### config.mk
export PLATFORM = sky130hd
export DESIGN_NAME = ripple_carry_adder4
export DESIGN_NICKNAME = d
export VERILOG_FILES = /design/src/rtl/adder_pkg.sv /design/src/rtl/full_adder.sv /design/src/rtl/ripple_carry_adder4.sv
export SDC_FILE = /design/constraint.sdc
export NUM_CORES = 1
export LEC_CHECK = 0
export ABC_AREA = 1
export CAP_MARGIN = 10
export CORE_AREA = 2 2 39 41
export CTS_BUF_LIST = sky130_fd_sc_hd__clkbuf_8
export CTS_CLUSTER_DIAMETER = 150
export DETAILED_ROUTE_END_ITERATION = 8
export DIE_AREA = 0 0 41 43
export PLACE_DENSITY_LB_ADDON = 0.12
export SLEW_MARGIN = 25
export SYNTH_ARGS = -nofsm -noshare
export SYNTH_HDL_FRONTEND = slang
export SYNTH_SLANG_ARGS = --single-unit
### constraint.sdc
create_clock -name clk -period 0.8 [get_ports clk]
set_clock_uncertainty 0.1 [all_clocks]
set_input_delay 0.16 -clock clk [delete_from_list [all_inputs] [get_ports clk]]
set_output_delay 0.16 -clock clk [all_outputs]
set_load 0.02 [all_outputs]
### src/rtl/adder_pkg.sv
// Shared constants for the adder family.
package adder_pkg;
   localparam int unsigned RCA_WIDTH     = 4;
   localparam int unsigned RCA_RES_WIDTH = RCA_WIDTH + 1;
endpackage : adder_pkg

### src/rtl/full_adder.sv
// One-bit full adder cell; the ripple chain is built from these.
module full_adder (
   input  logic a,
   input  logic b,
   input  logic cin,
   output logic s,
   output logic cout
);
   logic p;

   always_comb begin
      p    = a ^ b;
      s    = p ^ cin;
      cout = (a & b) | (cin & p);
   end
endmodule : full_adder

### src/rtl/ripple_carry_adder4.sv
// 4-bit ripple-carry adder with one registered output stage.
// Produces sum, carry-out and signed overflow one cycle after in_valid.
module ripple_carry_adder4
   import adder_pkg::*;
#(
   parameter int unsigned WIDTH = RCA_WIDTH
) (
   input  logic             clk,
   input  logic             rst_n,
   input  logic             in_valid,
   input  logic [WIDTH-1:0] a,
   input  logic [WIDTH-1:0] b,
   input  logic             cin,
   output logic             out_valid,
   output logic [WIDTH-1:0] sum,
   output logic             cout,
   output logic             ovf
);
   logic [WIDTH:0]   c;
   logic [WIDTH-1:0] s;

   logic             out_valid_d, out_valid_q;
   logic [WIDTH-1:0] sum_d, sum_q;
   logic             cout_d, cout_q;
   logic             ovf_d, ovf_q;

   assign c[0] = cin;

   for (genvar i = 0; i < WIDTH; i++) begin : g_chain
      full_adder u_fa (
         .a    (a[i]),
         .b    (b[i]),
         .cin  (c[i]),
         .s    (s[i]),
         .cout (c[i+1])
      );
   end

   // Operands are only looked at when in_valid is high, so X on idle inputs never reaches the flops.
   always_comb begin
      out_valid_d = in_valid;
      sum_d       = sum_q;
      cout_d      = cout_q;
      ovf_d       = ovf_q;
      if (in_valid) begin
         sum_d  = s;
         cout_d = c[WIDTH];
         ovf_d  = c[WIDTH-1] ^ c[WIDTH];
      end
   end

   always_ff @(posedge clk or negedge rst_n) begin
      if (!rst_n) begin
         out_valid_q <= 1'b0;
         sum_q       <= '0;
         cout_q      <= 1'b0;
         ovf_q       <= 1'b0;
      end else begin
         out_valid_q <= out_valid_d;
         sum_q       <= sum_d;
         cout_q      <= cout_d;
         ovf_q       <= ovf_d;
      end
   end

   assign out_valid = out_valid_q;
   assign sum       = sum_q;
   assign cout      = cout_q;
   assign ovf       = ovf_q;
endmodule : ripple_carry_adder4

; ---- Word level (Yosys, flattened, before mapping)
; Cells that the tools add are included.
[classes]
bitwise = 21
[op_table]
columns = operator, n
row1 = $xor 1x1->1, 9
row2 = $and 1x1->1, 8
row3 = $or 1x1->1, 4
[word_totals]
regBits = 7
input_bits = 12
word_cells = 25

; ---- Longest topological paths before layout
; Gate-level depths: netlist of run 1.
[depth]
word_depth = 10
mapped_depth = 11

; ---- Modules after synthesis
; From an unflattened synthesis of run 1, not the netlist that was laid out.
[unflattened]
cells_unflattened = 33
area_unflattened_um2 = 344.1
[by_module_without_submodules]
columns = module, n_inst, cells_each, area_each_um2
row1 = ripple_carry_adder4, 1, 29, 264.0
row2 = full_adder, 4, 1, 20.0

; ---- Worst setup path after synthesis of run 1
; OpenSTA, ideal clock, no wires.
[synth_timing]
path_type = input port to flip-flop
startpoint = input a[0]
endpoint = register sum_q[3] (netlist: sum[3])
arrival_time_ps = 1783
required_ps = 624
slack_ps = -1159
cell_stages = 8
n_path_buf = 0
path_cell_list = fa_1 -> inv_1 -> fa_1 -> inv_1 -> fa_1 -> inv_1 -> fa_1 -> o21ai_1
[synth_via]
elab_chain_len = 8
[synth_lines]
columns = item, line
row1 = "start, declared", ripple_carry_adder4.sv:11  ; input logic [WIDTH-1:0] a,
row2 = $xor 1x1->1, full_adder.sv:12  ; p = a ^ b;
row3 = $and 1x1->1, full_adder.sv:14  ; cout = (a & b) | (cin & p);
row4 = $or 1x1->1 *, full_adder.sv:14
row5 = $and 1x1->1 *, full_adder.sv:14
row6 = $or 1x1->1 *, full_adder.sv:14
row7 = $and 1x1->1 *, full_adder.sv:14
row8 = $or 1x1->1 *, full_adder.sv:14
row9 = $xor 1x1->1 *, full_adder.sv:13  ; s = p ^ cin;
row10 = "end signal, assigned", ripple_carry_adder4.sv:60  ; sum_q <= sum_d;
row11 = "end, declared", ripple_carry_adder4.sv:23  ; logic [WIDTH-1:0] sum_d, sum_q;
; Every way passes the cells marked *; elsewhere a longest branch is shown, timed or not.
; A chain may end at the register's enable or synchronous reset.

; ---- Worst setup path after layout of run 1
[layout_timing]
startpoint = input b[0]
endpoint = register sum_q[3] (netlist: sum[3])
[layout_via]
elab_chain_len = 8
[layout_lines]
columns = item, line
row1 = "start, declared", ripple_carry_adder4.sv:12  ; input logic [WIDTH-1:0] b,
row2 = $xor 1x1->1, full_adder.sv:12
row3 = $and 1x1->1, full_adder.sv:14
row4 = $or 1x1->1 *, full_adder.sv:14
row5 = $and 1x1->1 *, full_adder.sv:14
row6 = $or 1x1->1 *, full_adder.sv:14
row7 = $and 1x1->1 *, full_adder.sv:14
row8 = $or 1x1->1 *, full_adder.sv:14
row9 = $xor 1x1->1 *, full_adder.sv:13
; Marks and branches as above.

==> out/metrics.cfg, run 1 <==
[placed_design]
dp_hpwl_um = 568
gp_congestion = 0.615
port_buffers = 18

[setup_path]
r2r-end = sum[2]
worstPathArrival_ns = 1.86
slowest_stage = fa_2
r2r_cells = 4
r2r-start = sum[2]
timing.reg2reg.setup_slack_ns = -0.15
max_stage_delay_ns = 0.43
startpoint_type = input pin
crit_fanout = 2
path_cells = buf_6 > fa_2 > inv_2 > fa_2 > inv_2 > fa_2 > inv_2 > fa_2 > o21ai_1
critPathKind = in2reg
crit_path_frequent_cell = fa_2
crit_required_ns = 0.85
cp-end-kind = register

[synth]
synth_area_um2 = 362
synth_seq_cells = 7
synth_cell_types = 8
synth_area_per_cell_um2 = 9.77
synth_nets = 53
synth_warnings = 0
syn-instance-count = 37
seq_area_frac_synth_pct = 48.4

[final_layout]
syn_to_final_growth_pct = 99.0
layout_commonest_cell = nand2_1
utilization_pct = 52.0
final_nets = 88
drive_above_1_share_pct = 50.7
antenna_cells = 0
final_cell_mix = nand2_1, buf_6, buf_4

[sta]
fin_crit_ns = 1.81
rsz0062_at_grt = yes
finalHoldViolations = 0
tightest_slew_ns = 0.162
final.period_utilization_pct = 226
worst_slack_ns = -1.01
maxSlewHeadroom_pct = 89.2
setup_viol = 13
maxSlewViolCount = 0
max_freq_mhz = 553

[global_route]
grt-ovfl-total = 0
grt_pass1_vias = 309
antenna_found_initial = 0
grtUsageTotal_pct = 10.8
grt_first_pass_wirelength_um = 1220
grt_max_degree = 10

[route]
avgRoutedWirePerCell_um = 8.40
drtIter0Drc = 10
num_vias = 329
dr.pass1.iters = 4
drc = 0
vias_per_cell = 3.78
ant_nets = 0
routed_wl_um = 731

[cts]
h-tree-depth = 1
cts-root-buf = clkbuf_8
path_clk_slew_ns = 0.04
cts_tree = done
cts_sinks = 7
clock_latency_ns = 0.22
clk_path_buf_depth = 2
numCtsBuffers = 3

[status]
status = finished with violations
violations = setup timing

[pwr]
ir_drop_uv = 741
pwr_density_cell_mw_per_mm2 = 1960
total_power_uw = 1410
p_leak_uw = 0.000377

[floorplan]
io_pins = 19
core_mm2 = 0.00138
die_area_mm2 = 0.00176
die_x_um = 41
rows = 14
dieHeight_um = 43
initial_utilization_pct = 26.1

[run]
drv_cap = 0

[min_path]
min_path_type = in2async

-- timing repair --
action | CTS | global route
hold endpoints to repair | 0 | 0
gates resized for setup | 60 | 3
hold buffers | 0 | 0
endpoints found under the setup margin | 13 | 13
buffers inserted | 1 | 2
pin swaps | 9 | 10
-- routing by layer --
metal / track usage [%] / part of all wire [%]
met1: 12.4 / 41
met2: 15.9 / 51
met3: 0 / 5.9
met4: 12.0 / 1.9
met5: 0 / 0
-- worst max-delay path, delay by kind of cell --
family	cells	cell delay [ns]
compound gates	1	0.12
fa+ha+maj	4	1.32
buf+inv	4	0.27
-- layout make-up --
cell class / instances / area, µm²
fill: 143 / 664
timing repair buffer: 30 / 280
sequential: 7 / 175
multi-input combinational: 21 / 165
clock buffer: 3 / 41.3
inverter: 9 / 33.8
tap: 16 / 20.0
clock inverter: 1 / 3.75
-- power breakdown --
part | internal [µW] | leakage (µW) | switching (µW)
sequential | 407 | 0.0000845 | 35.8
combinational | 289 | 0.000265 | 195
clock | 331 | 0.0000269 | 150
-- metrics by stage --
step | hold slack, ns | instances | TNS, ns | cell area, µm² | worst slack, ns
3_5_place_dp | 0.344 | 80 | -10.29 | 639 | -1.62
6_report | 0.111 | 87 | -5.17 | 719 | -1.01
4_1_cts | 0.115 | 85 | -5.45 | 692 | -1.08
2_1_floorplan | -0.236 | 37 | -4.24 | 372 | -1.08
5_1_grt | 0.124 | 87 | -5.62 | 719 | -1.07
3_3_place_gp | 0.351 | 80 | -10.17 | 639 | -1.58
-- Yosys cell counts --
cell | count | area (µm²)
nand3_1 | 1 | 5.00
inv_1 | 8 | 30.0
dfrtp_1 | 7 | 175
inv_2 | 1 | 3.75
o21ai_1 | 2 | 10.0
o21ai_2 | 1 | 8.76
fa_1 | 4 | 80.1
nand2_1 | 13 | 48.8
-- state kept, by name, indices dropped and copies added (netlist names) --
signal     cells
out_valid      1
ovf            1
sum            4
cout           1
-- kinds of logic (layout without fill, tap and decap cells) --
kind of cell	count (synthesis)	after routing	synth area share, %
flops	7	7	48.4
buf+inv	9	43	9.34
simple gates	14	14	14.9
fa+ha+maj	4	4	22.1
compound gates	3	3	5.19
-- worst max-delay path by stage --
stage / slack [ns] / end / depth (start not counted) / start
2_1_floorplan: -1.08 / sum[3] / 8 / a[0]
6_report: -1.01 / sum[3] / 9 / b[0]
3_3_place_gp: -1.58 / sum[3] / 9 / a[0]
5_1_grt: -1.07 / sum[3] / 9 / b[0]
4_1_cts: -1.08 / sum[3] / 9 / a[0]
3_5_place_dp: -1.62 / sum[3] / 9 / a[0]
Power figures use the tool's default switching activity.
==> run 2: changes to the inputs <==
Settings changed: SYNTH_HIERARCHICAL set to 1.
==> run 2 against run 1 <==
  * Synthesized cell count shrank 11%
  * Total power shrank 4.1%
  * Global-route usage shrank 1.7 points
  * The flow still finishes with violations (setup timing)
  * Synthesized area shrank 4.8%
  * Clock power is essentially flat
  * Utilization shrank 4.4 points
==> out/metrics.cfg, run 2 <==
[pwr]
total_power_uw = 1350  ; was 1410 µW
p_leak_uw = 0.000339  ; was 0.000377 µW
ir_drop_uv = 593  ; was 741 µV
pwr_density_cell_mw_per_mm2 = 2050  ; was 1960 mW/mm²

[setup_path]
worstPathArrival_ns = 1.99  ; was 1.86 ns
r2r-end = cout  ; was sum[2]
crit_required_ns = 0.86  ; was 0.85 ns
startpoint_type = input pin  ; unchanged
crit_path_frequent_cell = fa_2  ; unchanged
critPathKind = in2reg  ; unchanged
max_stage_delay_ns = 0.53  ; was 0.43 ns
r2r-start = cout  ; was sum[2]
timing.reg2reg.setup_slack_ns = -0.03  ; was -0.15 ns
path_cells = buf_6 > fa_2 > fa_2 > fa_2 > fa_2 > nand2_1 > nand2_1  ; was buf_6 > fa_2 > inv_2 > fa_2 > inv_2 > fa_2 > inv_2 > fa_2 > o21ai_1
crit_fanout = 2  ; unchanged
cp-end-kind = register  ; unchanged
r2r_cells = 3  ; was 4
slowest_stage = fa_2  ; unchanged

[sta]
final.period_utilization_pct = 241  ; was 226%
maxSlewViolCount = 0  ; unchanged
fin_crit_ns = 1.92  ; was 1.81 ns
finalHoldViolations = 0  ; unchanged
setup_viol = 13  ; unchanged
tightest_slew_ns = 0.312  ; was 0.162 ns
maxSlewHeadroom_pct = 79.1  ; was 89.2%
holdWs_ns = 0.0924  ; was 0.111 ns
worst_slack_ns = -1.12  ; was -1.01 ns
final.setup.tns_ns = -5.91  ; was -5.17 ns
max_freq_mhz = 520  ; was 553 MHz
rsz0062_at_grt = yes  ; unchanged

[cts]
path_clk_slew_ns = 0.04  ; about the same
hold_buffers = 0  ; unchanged
clock_latency_ns = 0.22  ; about the same
clk_path_buf_depth = 2  ; unchanged
cts-root-buf = clkbuf_8  ; unchanged
cts_tree = done  ; unchanged
numCtsBuffers = 3  ; unchanged
cts_sinks = 7  ; unchanged
h-tree-depth = 1  ; unchanged

[run]
drv_cap = 0  ; unchanged

[route]
num_vias = 303  ; was 329
routed_wl_um = 689  ; was 731 µm
ant_nets = 0  ; unchanged
avgRoutedWirePerCell_um = 8.83  ; was 8.40 µm
vias_per_cell = 3.88  ; was 3.78
drtIter0Drc = 7  ; was 10
drc = 0  ; unchanged
dr.pass1.iters = 4  ; unchanged

[min_path]
min_path_type = in2async  ; unchanged

[final_layout]
syn_to_final_growth_pct = 91.3  ; was 99.0%
largest_register_ffs = 4  ; unchanged
antenna_cells = 0  ; unchanged
final_cell_mix = nand2_1, buf_6, dfrtp_1  ; was nand2_1, buf_6, buf_4
multi_input_area_um2 = 170  ; was 165 µm²
final_nets = 79  ; was 88
seqCellArea_um2 = 175  ; unchanged
layout_commonest_cell = nand2_1  ; unchanged
drive_above_1_share_pct = 45.2  ; was 50.7%
utilization_pct = 47.6  ; was 52.0%
fillers = 136  ; was 143

[synth]
synth_ff_type = dfrtp_1  ; unchanged
synth_nets = 49  ; was 53
yosysMostFrequentCell = nand2_1  ; unchanged
synth_edf_count = 0  ; unchanged
synth_area_um2 = 344  ; was 362 µm²
synth_area_per_cell_um2 = 10.4  ; was 9.77 µm²
seq_area_frac_synth_pct = 50.9  ; was 48.4%
synthArstFlopShare_pct = 100  ; unchanged
synth_seq_cells = 7  ; unchanged
synth_top_cell_area_share_pct = 50.9  ; was 48.4%
synth_warnings = 6  ; was 0
synth_area_leaders = dfrtp_1, fa_1, nand2_1, o21ai_2, inv_1  ; was dfrtp_1, fa_1, nand2_1, inv_1, o21ai_1
syn-instance-count = 33  ; was 37
synth_common_cells = nand2_1, dfrtp_1, fa_1, inv_1  ; was nand2_1, inv_1, dfrtp_1, fa_1, o21ai_1
synth_cell_types = 7  ; was 8
yosys.area.top_type = dfrtp_1  ; unchanged

[global_route]
antenna_found_initial = 0  ; unchanged
grt_max_degree = 8  ; was 10
grt-ovfl-total = 0  ; unchanged
grt_pass1_vias = 257  ; was 309
grtUsageTotal_pct = 9.04  ; was 10.8%
grt_first_pass_wirelength_um = 972  ; was 1220 µm

[floorplan]
rows = 14  ; unchanged
initial_utilization_pct = 24.9  ; was 26.1%
die_x_um = 41  ; unchanged
die_area_mm2 = 0.00176  ; unchanged
io_pins = 19  ; unchanged
core_mm2 = 0.00138  ; unchanged
dieHeight_um = 43  ; unchanged

[status]
violations = setup timing  ; unchanged
status = finished with violations  ; unchanged

[placed_design]
port_buffers = 18  ; unchanged
gp_congestion = 0.622  ; was 0.615
pre_cts_slack_ns = -1.79  ; was -1.62 ns

run 2: cell count changes in the layout (fill, tap and decap cells not counted), sizes merged:
cell          delta
buf              -5
dlygate4sd2      -1
nand2            +4
o21ai            -2
dlymetal6s2s     +1
inv              -6
run 2: per-layer routing:
layer | share of wire, % | up-vias | track usage (%)
met3 | 5.4 | 0 | 1.57
met1 | 42 | 134 | 10.0
met4 | 0 | 0 | 12.0
li1 | - | 158 | -
met5 | 0 | - | 0
met2 | 53 | 11 | 11.9
run 2: what timing repair did:
item,CTS,global route
cloned,0,0
resized for setup,58,2
pin swaps,8,6
setup endpoints to repair,13,13
buffers inserted,3,1
run 2: logic make-up after synthesis:
kind of cell    after synthesis  share of synthesized area, %
flops                         7                          50.9
fa+ha+maj                     4                          23.3
simple gates                 18                          20.0
compound gates                1                          2.55
buf+inv                       3                          3.27
run 2: how the worst max path moves through the flow:
stage               start     end  slack [ns]  cells after the start
floorplan            a[0]     ovf       -1.25                      8
global placement     a[0]     ovf       -1.76                      9
detailed placement   a[0]     ovf       -1.79                      9
CTS                   cin     ovf       -1.14                      9
global route          cin     ovf       -1.18                      9
finish                cin  sum[3]       -1.12                      7
run 2: per-stage QoR:
stage,area (µm²),cells
floorplan,354,33
global placement,584,71
detailed placement,584,71
CTS,644,77
global route,658,78
finish,658,78
run 2: worst max-delay path, delay by kind of cell:
family	cells	cell delay [ns]
simple gates	2	0.10
fa+ha+maj	4	1.63
buf+inv	1	0.09
run 2: final cells by class:
type / instances / share of cell area [%]
sequential: 7 / 26.6
timing repair buffer: 25 / 35.9
multi-input combinational: 23 / 25.9
tap: 16 / 3.04
inverter: 3 / 1.71
clock buffer: 3 / 6.27
clock inverter: 1 / 0.570
run 2: where the power goes:
part / switching [µW] / internal, µW
Combinational: 181 / 240
Clock: 153 / 332
Sequential: 36.8 / 407
==> run 3: changes to the inputs <==
Settings changed: CAP_MARGIN 10 to unset.
==> results of run 3 <==
The final DEF is identical to that of run 2; final timing and power are the same.
==> edit (config.mk and constraints of run 2) <==
Register the inputs `in_valid`, `a`, `b` and `cin` before use, cleared by the reset. The logic sees them one clock later. Comments in the files are not updated.
--- a/src/rtl/ripple_carry_adder4.sv
+++ b/src/rtl/ripple_carry_adder4.sv
@@ -16,6 +16,26 @@
    output logic             cout,
    output logic             ovf
 );
+
+   logic in_valid_q;
+   logic [WIDTH-1:0] a_q;
+   logic [WIDTH-1:0] b_q;
+   logic cin_q;
+
+   always_ff @(posedge clk or negedge rst_n) begin
+      if (!rst_n) begin
+         in_valid_q <= '0;
+         a_q        <= '0;
+         b_q        <= '0;
+         cin_q      <= '0;
+      end else begin
+         in_valid_q <= in_valid;
+         a_q        <= a;
+         b_q        <= b;
+         cin_q      <= cin;
+      end
+   end
+
    logic [WIDTH:0]   c;
    logic [WIDTH-1:0] s;
 
@@ -24,12 +44,12 @@
    logic             cout_d, cout_q;
    logic             ovf_d, ovf_q;
 
-   assign c[0] = cin;
+   assign c[0] = cin_q;
 
    for (genvar i = 0; i < WIDTH; i++) begin : g_chain
       full_adder u_fa (
-         .a    (a[i]),
-         .b    (b[i]),
+         .a    (a_q[i]),
+         .b    (b_q[i]),
          .cin  (c[i]),
          .s    (s[i]),
          .cout (c[i+1])
@@ -38,11 +58,11 @@
 
    // Operands are only looked at when in_valid is high, so X on idle inputs never reaches the flops.
    always_comb begin
-      out_valid_d = in_valid;
+      out_valid_d = in_valid_q;
       sum_d       = sum_q;
       cout_d      = cout_q;
       ovf_d       = ovf_q;
-      if (in_valid) begin
+      if (in_valid_q) begin
          sum_d  = s;
          cout_d = c[WIDTH];
          ovf_d  = c[WIDTH-1] ^ c[WIDTH];
Check against the original RTL: not equivalent (a bounded check fails within 4 cycles, from zero or initial values and one cycle with rst_n low).
==> edit against run 2 <==
- the run still ends with negative setup slack left
- non-clock buffer count grew 3
- total power grew 51%
- cell count grew 17%
- wire length grew 21%
- setup slack lost 0.36 ns
- count of clock-buffer cells in the layout is the same
- sequential cell count grew 10
- design area grew 44%
- area after synthesis grew 73%
- highest routed layer unchanged
==> edit: results (changes against run 2) <==
STA
  • Worst setup margin: -1.48 ns (-0.359 ns)
  • Remaining max-slew budget at the tightest pin: 85.1% (+6.0 points)
  • Total of endpoints with negative setup slack in the final report: 13 (unchanged)

Outcome
  • Status: finished with violations
  • Failing checks: negative setup slack

Power and ir drop
  • Internal power summed over all cells: 1.56 mW (+59%)
  • Static leakage: 0.459 nW (+36%)
  • Worst-case vdd ir drop: 0.00136 V (+130%)

Global routing
  • Total track usage: 12.8% (+3.8 points)
  • Largest net degree at the start of global routing: 18 (+10)
  • Vias in the first global route: 384 (+49%)
  • Wire length of the first global-routing pass: 1.48 mm (+52%)
  • Initial antenna violation count: 0 (unchanged)

Synthesis
  • Most area-consuming cells after synthesis: sky130_fd_sc_hd__dfrtp_1 (72%), sky130_fd_sc_hd__fa_1 (13%), sky130_fd_sc_hd__nand2_1 (11%), sky130_fd_sc_hd__o21ai_2 (1.5%), sky130_fd_sc_hd__inv_1 (1.3%)
  • Synth cell count leaders: sky130_fd_sc_hd__dfrtp_1 (17), sky130_fd_sc_hd__nand2_1 (17), sky130_fd_sc_hd__fa_1 (4)
  • Syn avg cell area: 13.8 µm² (+33%)
  • Sequential share of the synthesized area: 71.6% (+21 points)
  • Synthesized net count: 59 (+20%)

Drt
  • Iter 0 DRT Violations: 4 (-3)
  • Post-detailed-route via-to-cell ratio: 4.32 (+11%)
  • Avg WL per Cell: 9.13 µm (+3.4%)
  • Vias after detailed routing: 393 (+30%)

Clock tree
  • Library cell used as clock root buffer: sky130_fd_sc_hd__clkbuf_8
  • Skew-Pair Late Insertion Delay: 0.24 ns (+0.02 ns)
  • Clock-pin slew reported for the worst setup and hold paths after clock tree synthesis: 0.06 ns (+0.02 ns)

Placement
  • Cell total after placement: 82 (+15%)
  • GPL Wtd Cong: 0.723 (+16%)
  • Placed instance area: 855 µm² (+46%)

Setup path
  • Critical path arrival: 2.37 ns (+0.38 ns)

Cells and area
  • Total number of nets in the final design: 92 (+16%)
  • Filler Cells Inserted: 103 (-24%)
  • Fraction of layout cells with a size suffix above 1: 36.0% (-9.2 points)
  • Area Growth Syn to Fin: 59.2%
edit: stage by stage:
step | power, mW | worst slack, ns | TNS (ns)
floorplan | 1.16 | -1.49 | -6.58
global route | 2.16 | -1.55 | -8.72
global placement | 1.40 | -1.53 | -9.38
CTS | 2.06 | -1.49 | -8.23
finish | 2.04 | -1.48 | -8.20
detailed placement | 1.41 | -1.55 | -9.52
edit: timing repair:
item                                    in CTS  in global routing
pin swaps                                    3                  0
buffers inserted                             4                  1
gates resized for setup                     42                  0
cloned                                       0                  0
endpoints found under the setup margin      13                 13
edit: worst max-delay path: cells and delay by family (launching register included):
family	cells	cell delay (ns)
adders and majority gates	4	1.63
and+or+nand+nor	2	0.11
DFF	1	0.39
edit: final timing paths:
check | startpoint | end | slack [ns] | cells past startpoint
setup / recovery | a_q[0] | sum[3] | -1.48 | 6
hold / removal | rst_n | sum[0] | 0.16 | 2
setup reg to reg | a_q[0] | sum[3] | -1.48 | 6
hold reg to reg | in_valid_q | out_valid | 0.43 | 0
max in group asynchronous | rst_n | a_q[2] | 0.32 | 2
min in group clk | cin | cin_q | 0.25 | 1
edit: metal layers:
layer / vias to the layer above / share of wire [%] / global-route usage [%]
met5: - / 0 / 0
met4: 0 / 0 / 4.00
met3: 0 / 9.7 / 4.71
met2: 22 / 50 / 19.7
met1: 180 / 40 / 16.4
li1: 191 / - / -
edit: cell type report:
| class | instances | area (µm²) | area share (%) |
|---|---|---|---|
| clock buffers | 3 | 41.3 | 4.37 |
| clock inverters | 1 | 3.75 | 0.397 |
| inverters | 3 | 11.3 | 1.19 |
| multi-input cells | 23 | 168 | 17.7 |
| flip-flops and latches | 17 | 425 | 45.0 |
| well taps | 16 | 20.0 | 2.12 |
| repair buffers | 28 | 277 | 29.2 |
edit: cells by family after synthesis:
logic type	share of synthesized area, %
buffers and inverters	1.89
AO/OA/AOI/OAI	1.47
AND/OR/NAND/NOR	11.6
adder cells (fa/ha/maj)	13.5
flip-flops	71.6
edit: power groups by stage:
stage | registers [mW] | logic [mW] | clock network, mW
global route | 1.00 | 0.514 | 0.650
CTS | 0.993 | 0.459 | 0.609
global placement | 0.994 | 0.403 | 0
detailed placement | 0.997 | 0.411 | 0
finish | 0.991 | 0.461 | 0.591
floorplan | 1.06 | 0.0965 | 0
